$ cat src/rtl/pipe_hazard_ctrl.sv
// pipe_hazard_ctrl
//   Hazard and stall sequencer for a classic 5-stage MIPS pipeline.
//   Decodes load-use hazards, taken branches/jumps and multi-cycle data
//   memory waits into PC / IF-ID / ID-EX / back-end control strobes.
//   Also keeps a memory-wait timeout watchdog and saturating perf counters.
//
// Ports
//   clk_i, rst_i          clock (rising edge), async active-high reset
//   ifid_rs_i/_rt_i       source register fields of the IF/ID instruction
//   ifid_uses_rt_i        IF/ID instruction reads rt
//   idex_rt_i             load destination of the ID/EX instruction
//   idex_memread_i        ID/EX instruction is a load
//   branch_taken_i/jump_i control-flow change resolved in ID
//   mem_busy_i            data memory not ready this cycle
//   pc_write_o            PC load enable
//   ifid_write_o          IF/ID load enable
//   ifid_flush_o          IF/ID loads a nop
//   idex_bubble_o         ID/EX loads zeroed control bits
//   pipe_freeze_o         ID/EX, EX/MEM, MEM/WB hold
//   state_o               0 = RUN, 1 = MEMWAIT
//   err_o                 sticky memory-wait timeout
//   stall_cnt_o           saturating count of cycles with pc_write_o = 0
//   flush_cnt_o           saturating count of cycles with ifid_flush_o = 1
module pipe_hazard_ctrl #(
  parameter int CNT_W   = 16,
  parameter int TIMEOUT = 64
) (
  input  logic             clk_i,
  input  logic             rst_i,
  input  logic [4:0]       ifid_rs_i,
  input  logic [4:0]       ifid_rt_i,
  input  logic             ifid_uses_rt_i,
  input  logic [4:0]       idex_rt_i,
  input  logic             idex_memread_i,
  input  logic             branch_taken_i,
  input  logic             jump_i,
  input  logic             mem_busy_i,
  output logic             pc_write_o,
  output logic             ifid_write_o,
  output logic             ifid_flush_o,
  output logic             idex_bubble_o,
  output logic             pipe_freeze_o,
  output logic             state_o,
  output logic             err_o,
  output logic [CNT_W-1:0] stall_cnt_o,
  output logic [CNT_W-1:0] flush_cnt_o
);

  typedef enum logic {RUN = 1'b0, MEMWAIT = 1'b1} state_e;

  localparam logic [7:0]       TO_LIM  = 8'(TIMEOUT);
  localparam logic [CNT_W-1:0] CNT_MAX = '1;

  state_e           state_q, state_d;
  logic [7:0]       wcnt_q, wcnt_d;
  logic             err_q, err_d;
  logic [CNT_W-1:0] stall_q, stall_d;
  logic [CNT_W-1:0] flush_q, flush_d;
  logic             lu;

  // rt only matters when the consumer actually reads it; $zero never hazards
  assign lu = idex_memread_i && (idex_rt_i != 5'd0) &&
              ((idex_rt_i == ifid_rs_i) || (ifid_uses_rt_i && (idex_rt_i == ifid_rt_i)));

  always_comb begin
    pc_write_o    = 1'b1;
    ifid_write_o  = 1'b1;
    ifid_flush_o  = 1'b0;
    idex_bubble_o = 1'b0;
    pipe_freeze_o = 1'b0;
    state_d       = state_q;
    wcnt_d        = wcnt_q;
    err_d         = err_q;
    if (rst_i) begin
      // hold the front end and inject bubbles while in reset
      pc_write_o    = 1'b0;
      ifid_write_o  = 1'b0;
      idex_bubble_o = 1'b1;
    end else if (mem_busy_i) begin
      // memory wait dominates everything; IF/ID keeps presenting any
      // pending branch/jump so nothing is lost
      pc_write_o    = 1'b0;
      ifid_write_o  = 1'b0;
      pipe_freeze_o = 1'b1;
      state_d       = MEMWAIT;
      if (state_q == RUN)         wcnt_d = 8'd1;
      else if (wcnt_q != 8'hFF)   wcnt_d = wcnt_q + 8'd1;
      if (wcnt_d >= TO_LIM)       err_d  = 1'b1;
    end else begin
      // RUN, or the exit cycle of MEMWAIT: same priority either way
      state_d = RUN;
      wcnt_d  = 8'd0;
      if (lu) begin
        // branch compare operand is stale here, so branch/jump waits
        pc_write_o    = 1'b0;
        ifid_write_o  = 1'b0;
        idex_bubble_o = 1'b1;
      end else if (branch_taken_i || jump_i) begin
        ifid_flush_o  = 1'b1;
      end
    end
  end

  always_comb begin
    stall_d = stall_q;
    flush_d = flush_q;
    if (!pc_write_o && (stall_q != CNT_MAX)) stall_d = stall_q + 1'b1;
    if (ifid_flush_o && (flush_q != CNT_MAX)) flush_d = flush_q + 1'b1;
  end

  always_ff @(posedge clk_i or posedge rst_i) begin
    if (rst_i) begin
      state_q <= RUN;
      wcnt_q  <= 8'd0;
      err_q   <= 1'b0;
      stall_q <= '0;
      flush_q <= '0;
    end else begin
      state_q <= state_d;
      wcnt_q  <= wcnt_d;
      err_q   <= err_d;
      stall_q <= stall_d;
      flush_q <= flush_d;
    end
  end

  assign state_o     = state_q;
  assign err_o       = err_q;
  assign stall_cnt_o = stall_q;
  assign flush_cnt_o = flush_q;

endmodule
$ cat config.mk
export PLATFORM = sky130hd
export DESIGN_NAME = pipe_hazard_ctrl
export DESIGN_NICKNAME = d
export VERILOG_FILES = /design/src/rtl/pipe_hazard_ctrl.sv
export SDC_FILE = /design/constraint.sdc
export NUM_CORES = 1
export LEC_CHECK = 0
export ABC_AREA = 0
export CORE_MARGIN = 4
export CORE_UTILIZATION = 50
export CTS_BUF_LIST = sky130_fd_sc_hd__clkbuf_2
export CTS_CLUSTER_DIAMETER = 200
export CTS_CLUSTER_SIZE = 25
export DETAILED_ROUTE_END_ITERATION = 8
export GPL_TIMING_DRIVEN = 0
export HOLD_SLACK_MARGIN = 0.06
export PLACE_DENSITY = 0.93
export SYNTH_ARGS = -nofsm -noshare
export SYNTH_HDL_FRONTEND = slang
export SYNTH_SLANG_ARGS = --single-unit
export TNS_END_PERCENT = 100
$ cat constraint.sdc
create_clock -name clk_i -period 4.1 [get_ports clk_i]
set_input_delay 1.23 -clock clk_i [delete_from_list [all_inputs] [get_ports clk_i]]
set_output_delay 1.23 -clock clk_i [all_outputs]
set_load 0.03 [all_outputs]
# After elaboration in Yosys (flattened, before gate mapping)
# Cells that the tools add are included.
# totals
input_bits	22
ff_bits	42
word_cells	42
out_inout_bits	39
# op_classes
n_reduce_logical	10
n_mux	17
eq_ne	5
n_bitwise	1
n_lt_le_gt_ge	1
addsub	3
# ops
op	n
$mux W8	5
$add A16 B1 Y16 const B	2
$ne A16 B16 Y1 const B	2
$mux W1	12
$eq A5 B5 Y1	2
$add A8 B1 Y8 const B	1
$ge A8 B7 Y1 const B	1
$ne A8 B8 Y1 const B	1
$logic_and A1 B1 Y1	5
$reduce_bool A5 Y1	1
$reduce_and A3 Y1	1
$logic_or A1 B1 Y1	2
$logic_not A1 Y1	1
$not A1 Y1	1

# Longest topological paths before layout
# Gate-level depths: netlist of run 1.
# logic_depth
ltp_word	9
mapped_depth	8
ltp_nobuf	7

# Worst setup path before layout of run 1
# OpenSTA, ideal clock, no wires.
# synth_timing
path_kind	input port to output port
start	input rst_i
end	output idex_bubble_o
t_arrival_ps	3066
slack_ps	-196
n_path_buf	1
t_required_ps	2870
stages	3
path_cell_list	clkbuf_1 -> inv_1 -> o21ai_0
# synth_via
elab_chain_cells	1
# synth_rtl
item	line_no	text
start: declaration	29	input logic rst_i,
$mux W1	74	if (rst_i) begin
end: declaration	41	output logic idex_bubble_o,
# No other way between the ends.

# Worst setup path in the final report of run 1
# layout_timing
start	input idex_rt_i[1]
end	output pc_write_o
# layout_via
elab_chain_cells	7
elab_cells_between_ends	10
cone_classes	eq/ne: 2; mux: 3; reduce/logical: 5
# layout_rtl
item	line_no	text
start: declaration	33	input logic [4:0] idex_rt_i,
$eq A5 B5 Y1	63	((idex_rt_i == ifid_rs_i) || (ifid_uses_rt_i && (idex_rt_i == ifid_rt_i)));
$logic_and A1 B1 Y1	63	
$logic_or A1 B1 Y1	63	
$logic_and A1 B1 Y1 (*)	62	assign lu = idex_memread_i && (idex_rt_i != 5'd0) &&
$mux W1 (*)	93	if (lu) begin
$mux W1 (*)	79	end else if (mem_busy_i) begin
$mux W1 (*)	74	
end: declaration	38	output logic pc_write_o,
# Every way passes the cells marked *; elsewhere a longest branch is shown, timed or not.

==> run summary, run 1 <==
Dpl ws - -0.9447 ns
Outcome - finished, final reports clean
Switch share - 0.3822
CP Capture Type - output port
Worst setup margin - 0.005265 ns
Relative slew slack - 0.2637
Core area - 0.004444 mm2
Clock power frac - 0.204
Vias in the first global route - 2,049
Cell variety after synth - 47
Clk slew on worst S/H paths - 0.20 ns
ANT nets after route - 0
Combinational Power Share - 0.384
Post-synth top flop - dfrtp_1
Placer Congestion - 0.8101
Final setup viols - 0
Internal Power - 0.9163 mW
Post-synthesis compound-gate area fraction - 0.09393
Post-synthesis mux area share - 0.01932
Simple-Gate Fraction of Synth Area - 0.2614
Largest cells by area after synthesis - dfrtp_1 45%, xnor2_1 9.0%, xor2_1 4.9%
Pwr Density - 474.4 mW/mm2
Tcrit/Tclk final - 0.9987
Initial antenna violation count - 0
Share of layout cells above drive strength 1 - 0.1362
Max_cap viols - 0
Grt ovf - 0
VDD IR-drop max - 350.0 uV
Final hold vios - 0
Port buffer count - 59
Hold_buf cts - 0
ANT cells - 0
WS Path Type - input pin to output port
Post-Synthesis Cells - 230
Startpoint Class - input pin
CTS tree - built
Top cells by count, synth - 42 x dfrtp_1, 24 x xnor2_1, 18 x nand2_1, 18 x nand3_1, 13 x xor2_1
Reg-to-reg critical path startpoint - wcnt_q[0]
Critical Path End - pc_write_o
Synth area leader - dfrtp_1
FF-to-FF End - wcnt_q[5]
Die area - 0.005819 mm2
Site Rows - 24
DR vias - 2,079
Syn nets - 255
Post-Syn Area - 0.002331 mm2
Static Leak - 1.254 nW
Vias per cell - 5.890
Mean Syn Cell Area - 10.13 um2
Measured slew at the worst slew-check pin - 1.098 ns
R2R depth - 8
Core Util, Final - 0.7035
Data arrival time of the worst path - 2.86 ns
Adder-cell share of the synthesized area - 0.01610
Largest net degree at the start of global routing - 24
CTS sink cnt - 42
Skew-Pair Late Insertion Delay - 0.41 ns
CTS H-tree lvls - 2
Synth top area share - 0.4509
DR WL/cell - 15.94 um
Drt pass-1 iters - 4
Die Y - 76.28 um
Root buf cell - clkbuf_2
Synth Area in XOR/XNOR - 0.1390
IO Count - 61
DRC - 0
Fmax achieved - 244.2 MHz
Hold Path Class - flip-flop to flip-flop
Ys async rst share - 1.000
Fin nets - 325
Number of flops mapped to enable cells by yosys - 0
RSZ-0062 raised after global routing - yes
Fin Setup TNS - 0 ns
DR iter-0 viols - 116
Die W - 76.28 um
Seq pwr share - 0.412
R2r setup slk - 2.07 ns
Initial core utilization - 0.5245
Yosys warning total - 0
Switching power - 0.5669 mW
First-pass GRT wire length - 9591 um
Post-DP HPWL - 3994 um
Largest family of logic cells by synthesized area - simple AND/OR/NAND/NOR gates
Critical Path RT - 2.87 ns
Skew final - 0.01300 ns
Area grow syn2layout - 34.14%
Max-slew violations - 0
Register area share after synthesis - 0.4509
Crit Path Max Fanout - 5
Aggregate global-route resource usage - 0.2007
CTS max path bufs - 2
Most common cell in the synthesized netlist - dfrtp_1
Synth Register Bits - 42
Post-layout min period - 4.095 ns
Cts bufs inserted - 5
Crit path from - idex_rt_i[1]
Final wirelength - 5627 um
==> logic make-up (layout without fill, tap and decap cells) <==
kind of cell | after synthesis | after routing
buffers and inverters | 9 | 80
and+or+nand+nor | 103 | 103
xor gates and xnor gates | 37 | 37
adders and majority gates | 3 | 3
DFF | 42 | 42
muxes | 4 | 4
AOI/OAI and AO/OA | 32 | 32
==> what timing repair did <==
item | 4_1_cts | 5_1_grt
resized for setup | 31 | 3
setup buffers | 2 | 0
setup endpoints to repair | 4 | 3
gates cloned | 2 | 0
pin swaps | 2 | 1
==> worst min-delay path by stage <==
stage               depth (start not counted)  slack, ns        endpoint           start
floorplan                                   1       0.46       wcnt_q[4]       wcnt_q[4]
global placement                            1       0.47           err_o           err_o
detailed placement                          1       0.47           err_o           err_o
CTS                                         1       0.51  stall_cnt_o[7]  stall_cnt_o[7]
global route                                1       0.53           err_o           err_o
finish                                      1       0.50           err_o           err_o
==> sequential cells by signal, summed over array words and instances, names as in the netlist <==
signal and count:
wcnt_q 8, stall_cnt_o 16, flush_cnt_o 16, err_o 1
state_o 1
==> power by group through the flow <==
stage / sequential [mW] / clock [mW] / combinational, mW
4_1_cts: 0.609 / 0.310 / 0.574
3_3_place_gp: 0.612 / 0 / 0.550
2_1_floorplan: 0.750 / 0 / 0.185
3_5_place_dp: 0.616 / 0 / 0.567
5_1_grt: 0.627 / 0.333 / 0.608
6_report: 0.611 / 0.303 / 0.569
==> placed cells by master, fill, tap and decap left out, types with 2 or more instances in the layout <==
cell type        netlist  final
a21oi_1                9      9
a31oi_1                2      2
and2_1                 7      7
and3_1                 7      7
buf_4                  3      5
buf_6                  0      2
bufinv_16              0      2
clkbuf_1               2      2
clkbuf_2               0      5
clkdlybuf4s50_1        0     50
clkinvlp_2             0      2
dfrtp_1               42     42
dlygate4sd2_1          0      4
ha_1                   3      3
inv_1                  4      3
mux2_2                 4      4
nand2_1               18     18
nand3_1               18     18
nand4_1               12     12
nor2_1                 7      7
nor3_1                 6      6
nor4_1                 7      7
nor4b_1                3      3
o21ai_0                9      8
o21bai_1               2      2
o31a_1                 2      2
or2_2                  2      2
xnor2_1               24     24
xor2_1                13     13
==> per-stage QoR <==
stage	std cells	hold WS (ns)	power (mW)	cell area [um2]
CTS	353	0.5143	1.493	3118
finish	353	0.5034	1.483	3127
detailed placement	341	0.4666	1.183	2990
global placement	341	0.4664	1.162	2990
global route	353	0.5316	1.568	3127
floorplan	230	0.4595	0.9351	2335
==> layer usage <==
layer,part of all wire,track usage,wire [um],vias to the layer above
met1,0.43,0.2417,2411,1004
met5,0,0,0,-
met3,0.075,0.06738,423,12
met2,0.48,0.3409,2703,92
li1,-,-,-,971
met4,0.016,0.05797,89,0
==> worst max-delay path, stage by stage <==
cell	delay, ns
dlygate4sd2_1	0.28
or4_4	0.55
o21a_4	0.24
a21boi_4	0.18
buf_6	0.14
buf_4	0.10
buf_4	0.14
==> area by class of cell <==
type	instances	area, um2
multi-input cells	179	1260
flip-flops and latches	42	1051
clock inverters	3	68.82
clock buffers	5	25.02
inverters	4	18.77
repair buffers	61	590.6
repair inverters	2	10.01
well taps	52	65.06
plain buffers	5	37.54
fillers	343	1318
(Power assumes the default switching activity.)
==> inputs of run 2 (changes only) <==
CORE_UTILIZATION = 60   (was 50)
DONT_BUFFER_PORTS = 1   (was default)
PLACE_DENSITY = 0.82   (was 0.93)
==> run summary, run 2 (synthesis results as in run 1) <==
RSZ-0062 raised after global routing - no
Tcrit/Tclk final - 0.9866
Clk slew on worst S/H paths - 0.22 ns
Port buffer count - 0
CTS H-tree lvls - 2
ANT cells - 0
Final std cells w/o fill - 288
Die area - 0.004946 mm2
Measured slew at the worst slew-check pin - 1.022 ns
Crit Path Max Fanout - 11
CTS max path bufs - 2
ANT nets after route - 0
DR vias - 1,778
Vias in the first global route - 1,730
CTS sink cnt - 42
Fillers - 308
CP max stage delay - 0.54 ns
Final hold vios - 0
Largest net degree at the start of global routing - 24
CTS resizes - 0
Critical Path End - pc_write_o
Fmax achieved - 247.2 MHz
Post-DP HPWL - 3423 um
Cts bufs inserted - 5
Clock power frac - 0.199
Pwr Density - 498.1 mW/mm2
Relative slew slack - 0.3150
R2r setup slk - 1.87 ns
FF-to-FF End - stall_cnt_o[13]
Skew-Pair Late Insertion Delay - 0.41 ns
CP Capture Type - output port
Grt ovf - 0
R2R depth - 6
Share of layout cells above drive strength 1 - 0.1417
Static Leak - 0.9818 nW
Startpoint Class - input pin
Skew final - 0.02753 ns
Combinational Power Share - 0.173
Switch share - 0.4279
Master of the slowest instance on the critical path - or4_1
Post-placement cell count - 278
Placer Congestion - 0.8055
Placed inst area - 0.002395 mm2
VDD IR-drop max - 361.7 uV
Area grow syn2layout - 6.065%
Crit path from - idex_rt_i[1]
Hold_buf cts - 0
Seq pwr share - 0.628
Fin nets - 264
Final wirelength - 4850 um
Drt pass-1 iters - 4
Max_cap viols - 0
Reg-to-reg critical path startpoint - stall_cnt_o[4]
Post-CTS Setup Repair Bufs - 0
Hold Path Class - flip-flop to flip-flop
Most frequent cells in the layout - 42 x dfrtp_1, 24 x xnor2_1, 18 x nand2_1, 18 x nand3_1, 13 x xor2_1
Die W - 70.33 um
DRC - 0
Core area - 0.003716 mm2
Most common cell after layout, fill and taps aside - dfrtp_1
Die Y - 70.33 um
Outcome - finished, final reports clean
Post-layout min period - 4.045 ns
Max-slew violations - 0
Critical Path RT - 2.87 ns
WS Path Type - input pin to output port
First-pass GRT wire length - 8190 um
Root buf cell - clkbuf_2
IO Count - 61
Initial antenna violation count - 0
Aggregate global-route resource usage - 0.2034
Data arrival time of the worst path - 2.82 ns
Internal Power - 0.7045 mW
CTS tree - built
Final setup viols - 0
Worst path cell trace - or4_1 > o21a_2 > a21boi_4 > buf_4 > buf_4
Initial core utilization - 0.6273
Switching power - 0.5269 mW
DR WL/cell - 16.84 um
Most used cell, CP - buf_4
DR iter-0 viols - 133
Site Rows - 22
Fin Setup TNS - 0 ns
Vias per cell - 6.174
Final Cell Area - 0.002472 mm2
==> run 2: critical path, delay by kind of cell <==
family                 cells  cell delay [ns]
AOI/OAI and AO/OA          2             0.54
and+or+nand+nor            1             0.54
buffers and inverters      2             0.50
==> run 2: layer usage <==
metal  part of all wire  global-route usage
met3               0.10              0.1007
met2               0.46              0.3150
met1               0.43              0.2521
met4              0.013             0.05319
met5                  0                   0
==> run 2: per-stage QoR <==
| step | hold WS [ns] | worst slack, ns | utilization | power, mW |
|---|---|---|---|---|
| floorplan | 0.4595 | 0.01412 | - | 0.9351 |
| global placement | 0.4869 | -0.4566 | 0.6444 | 0.9879 |
| detailed placement | 0.4884 | -0.4443 | 0.6444 | 0.9975 |
| CTS | 0.5186 | 0.01210 | 0.6640 | 1.244 |
| global route | 0.5464 | 0.005244 | 0.6653 | 1.312 |
| finish | 0.5221 | 0.05500 | 0.6653 | 1.231 |
==> run 2: how the worst min path moves through the flow <==
stage,end,slack (ns),start,depth (start not counted)
6_report,wcnt_q[4],0.52,wcnt_q[4],1
5_1_grt,wcnt_q[4],0.55,wcnt_q[4],1
4_1_cts,wcnt_q[4],0.52,wcnt_q[4],1
3_5_place_dp,wcnt_q[4],0.49,wcnt_q[4],1
3_3_place_gp,wcnt_q[4],0.49,wcnt_q[4],1
2_1_floorplan,wcnt_q[4],0.46,wcnt_q[4],1
==> run 2: layout make-up <==
cell class | count | area [um2] | share of cell area
Buffer | 5 | 30.03 | 0.01215
Timing Repair inverter | 2 | 10.01 | 0.004049
Tap cell | 48 | 60.06 | 0.02429
Sequential cell | 42 | 1051 | 0.4251
Clock buffer | 6 | 30.03 | 0.01215
Clock inverter | 2 | 37.54 | 0.01518
Multi-Input combinational cell | 179 | 1235 | 0.4995
Inverter | 4 | 18.77 | 0.007591
==> run 2: power groups by stage <==
stage                     Sequential [mW]  Combinational (mW)  Clock, mW
after global routing                0.792               0.246      0.274
final                               0.773               0.213      0.245
after CTS                           0.776               0.216      0.252
after detailed placement            0.783               0.215          0
after global placement              0.782               0.206          0
after floorplan                     0.750               0.185          0
==> inputs of run 3 (changes only) <==
ABC_CLOCK_PERIOD_IN_PS = 4100   (was default)
MAX_ROUTING_LAYER = met4   (was default)
==> run summary, run 3 (synthesis results as in run 1) <==
CTS max path bufs - 2
Startpoint Class - input pin
Max-slew violations - 0
Worst path cell trace - or4_1 > o21a_2 > a21boi_4 > buf_4 > buf_4
CTS H-tree lvls - 2
Switching power - 0.5274 mW
Hold Path Class - flip-flop to flip-flop
Aggregate global-route resource usage - 0.2091
Internal Power - 0.7045 mW
CTS sink cnt - 42
Final hold vios - 0
CTS tree - built
Data arrival time of the worst path - 2.81 ns
Relative slew slack - 0.3147
Largest net degree at the start of global routing - 24
First-pass GRT wire length - 8190 um
Initial core utilization - 0.6273
Most used cell, CP - buf_4
CP Capture Type - output port
Most common cell after layout, fill and taps aside - dfrtp_1
Port buffer count - 0
Final setup viols - 0
Placer Congestion - 0.8172
Site Rows - 22
Die area - 0.004946 mm2
Final wirelength - 4857 um
Fillers - 308
DR vias - 1,783
Fin nets - 264
Clk slew on worst S/H paths - 0.22 ns
Seq pwr share - 0.628
Measured slew at the worst slew-check pin - 1.022 ns
Vias in the first global route - 1,730
Fmax achieved - 247.4 MHz
ANT cells - 0
Share of layout cells above drive strength 1 - 0.1417
Post-DP HPWL - 3423 um
Pwr Density - 498.3 mW/mm2
ANT nets after route - 0
Dpl ws - -0.4443 ns
Skew final - 0.02712 ns
Static Leak - 0.9818 nW
DR WL/cell - 16.86 um
Drt pass-1 iters - 4
Switch share - 0.4281
VDD IR-drop max - 362.5 uV
IO Count - 61
Worst setup margin - 0.05870 ns
Post-layout min period - 4.041 ns
Tcrit/Tclk final - 0.9857
Worst Hold Slack - 0.5220 ns
Combinational Power Share - 0.173
Skew-Pair Late Insertion Delay - 0.41 ns
Root buf cell - clkbuf_2
Grt ovf - 0
RSZ-0062 raised after global routing - no
Die Y - 70.33 um
CP max stage delay - 0.54 ns
WS Path Type - input pin to output port
Master of the slowest instance on the critical path - or4_1
Hold_buf cts - 0
Cts bufs inserted - 5
Clock power frac - 0.199
DRC - 0
Critical Path RT - 2.87 ns
Initial antenna violation count - 0
Max_cap viols - 0
Vias per cell - 6.191
Most frequent cells in the layout - 42 x dfrtp_1, 24 x xnor2_1, 18 x nand2_1, 18 x nand3_1, 13 x xor2_1
Core area - 0.003716 mm2
Crit Path Max Fanout - 11
Area grow syn2layout - 6.065%
DR iter-0 viols - 103
Die W - 70.33 um
Outcome - finished, final reports clean
run 3: cell counts in the layout (fill, tap and decap cells not counted):
No cell type changed its count.
run 3: per-stage QoR:
| step | setup TNS (ns) | instance area (um2) | total power [mW] | util | instances |
|---|---|---|---|---|---|
| 2_1_floorplan | 0 | 2335 | 0.9351 | - | 230 |
| 6_report | 0 | 2472 | 1.232 | 0.6653 | 288 |
| 4_1_cts | 0 | 2467 | 1.244 | 0.6640 | 287 |
| 3_5_place_dp | -0.4443 | 2395 | 0.9975 | 0.6444 | 278 |
| 3_3_place_gp | -0.4566 | 2395 | 0.9879 | 0.6444 | 278 |
| 5_1_grt | 0 | 2472 | 1.311 | 0.6653 | 288 |
run 3: metal layers:
metal  vias to the layer above  global-route usage  wire length [um]
met4                         0             0.05319                62
met3                         8             0.09496               460
met1                       858              0.2557              2097
met2                        72              0.3150              2237
li1                        845                   -                 -
met5                         -                   -                 0
run 3: what timing repair did:
action / 4_1_cts / 5_1_grt
cloned: 1 / 1
buffers inserted: 0 / 0
gates resized for setup: 0 / 0
setup endpoints to repair: 1 / 1
run 3: area by class of cell:
class,instances,area [um2],share of cell area
Clock inverter,2,37.54,0.01518
Tap cell,48,60.06,0.02429
Sequential cell,42,1051,0.4251
Clock buffer,6,30.03,0.01215
Timing Repair inverter,2,10.01,0.004049
Multi-Input combinational cell,179,1235,0.4995
Buffer,5,30.03,0.01215
Inverter,4,18.77,0.007591
run 3: final timing paths:
path | from | endpoint | slack, ns | cells after the start
max | idex_rt_i[1] | pc_write_o | 0.06 | 5
min | wcnt_q[4] | wcnt_q[4] | 0.52 | 1
max reg2reg | stall_cnt_o[4] | stall_cnt_o[13] | 1.86 | 6
min reg2reg | wcnt_q[4] | wcnt_q[4] | 0.52 | 1
max in group asynchronous | rst_i | stall_cnt_o[10] | 2.34 | 2
min in group asynchronous | rst_i | wcnt_q[2] | 0.99 | 2
run 3: power by group through the flow:
stage	clock (mW)	combinational [mW]	sequential, mW
floorplan	0	0.185	0.750
global placement	0	0.206	0.782
detailed placement	0	0.215	0.783
CTS	0.252	0.216	0.776
global route	0.274	0.246	0.791
finish	0.245	0.213	0.774
run 3: critical path, delay by kind of cell:
family	cells	cell delay, ns
AND/OR/NAND/NOR	1	0.54
buffers and inverters	2	0.50
AO/OA/AOI/OAI	2	0.53
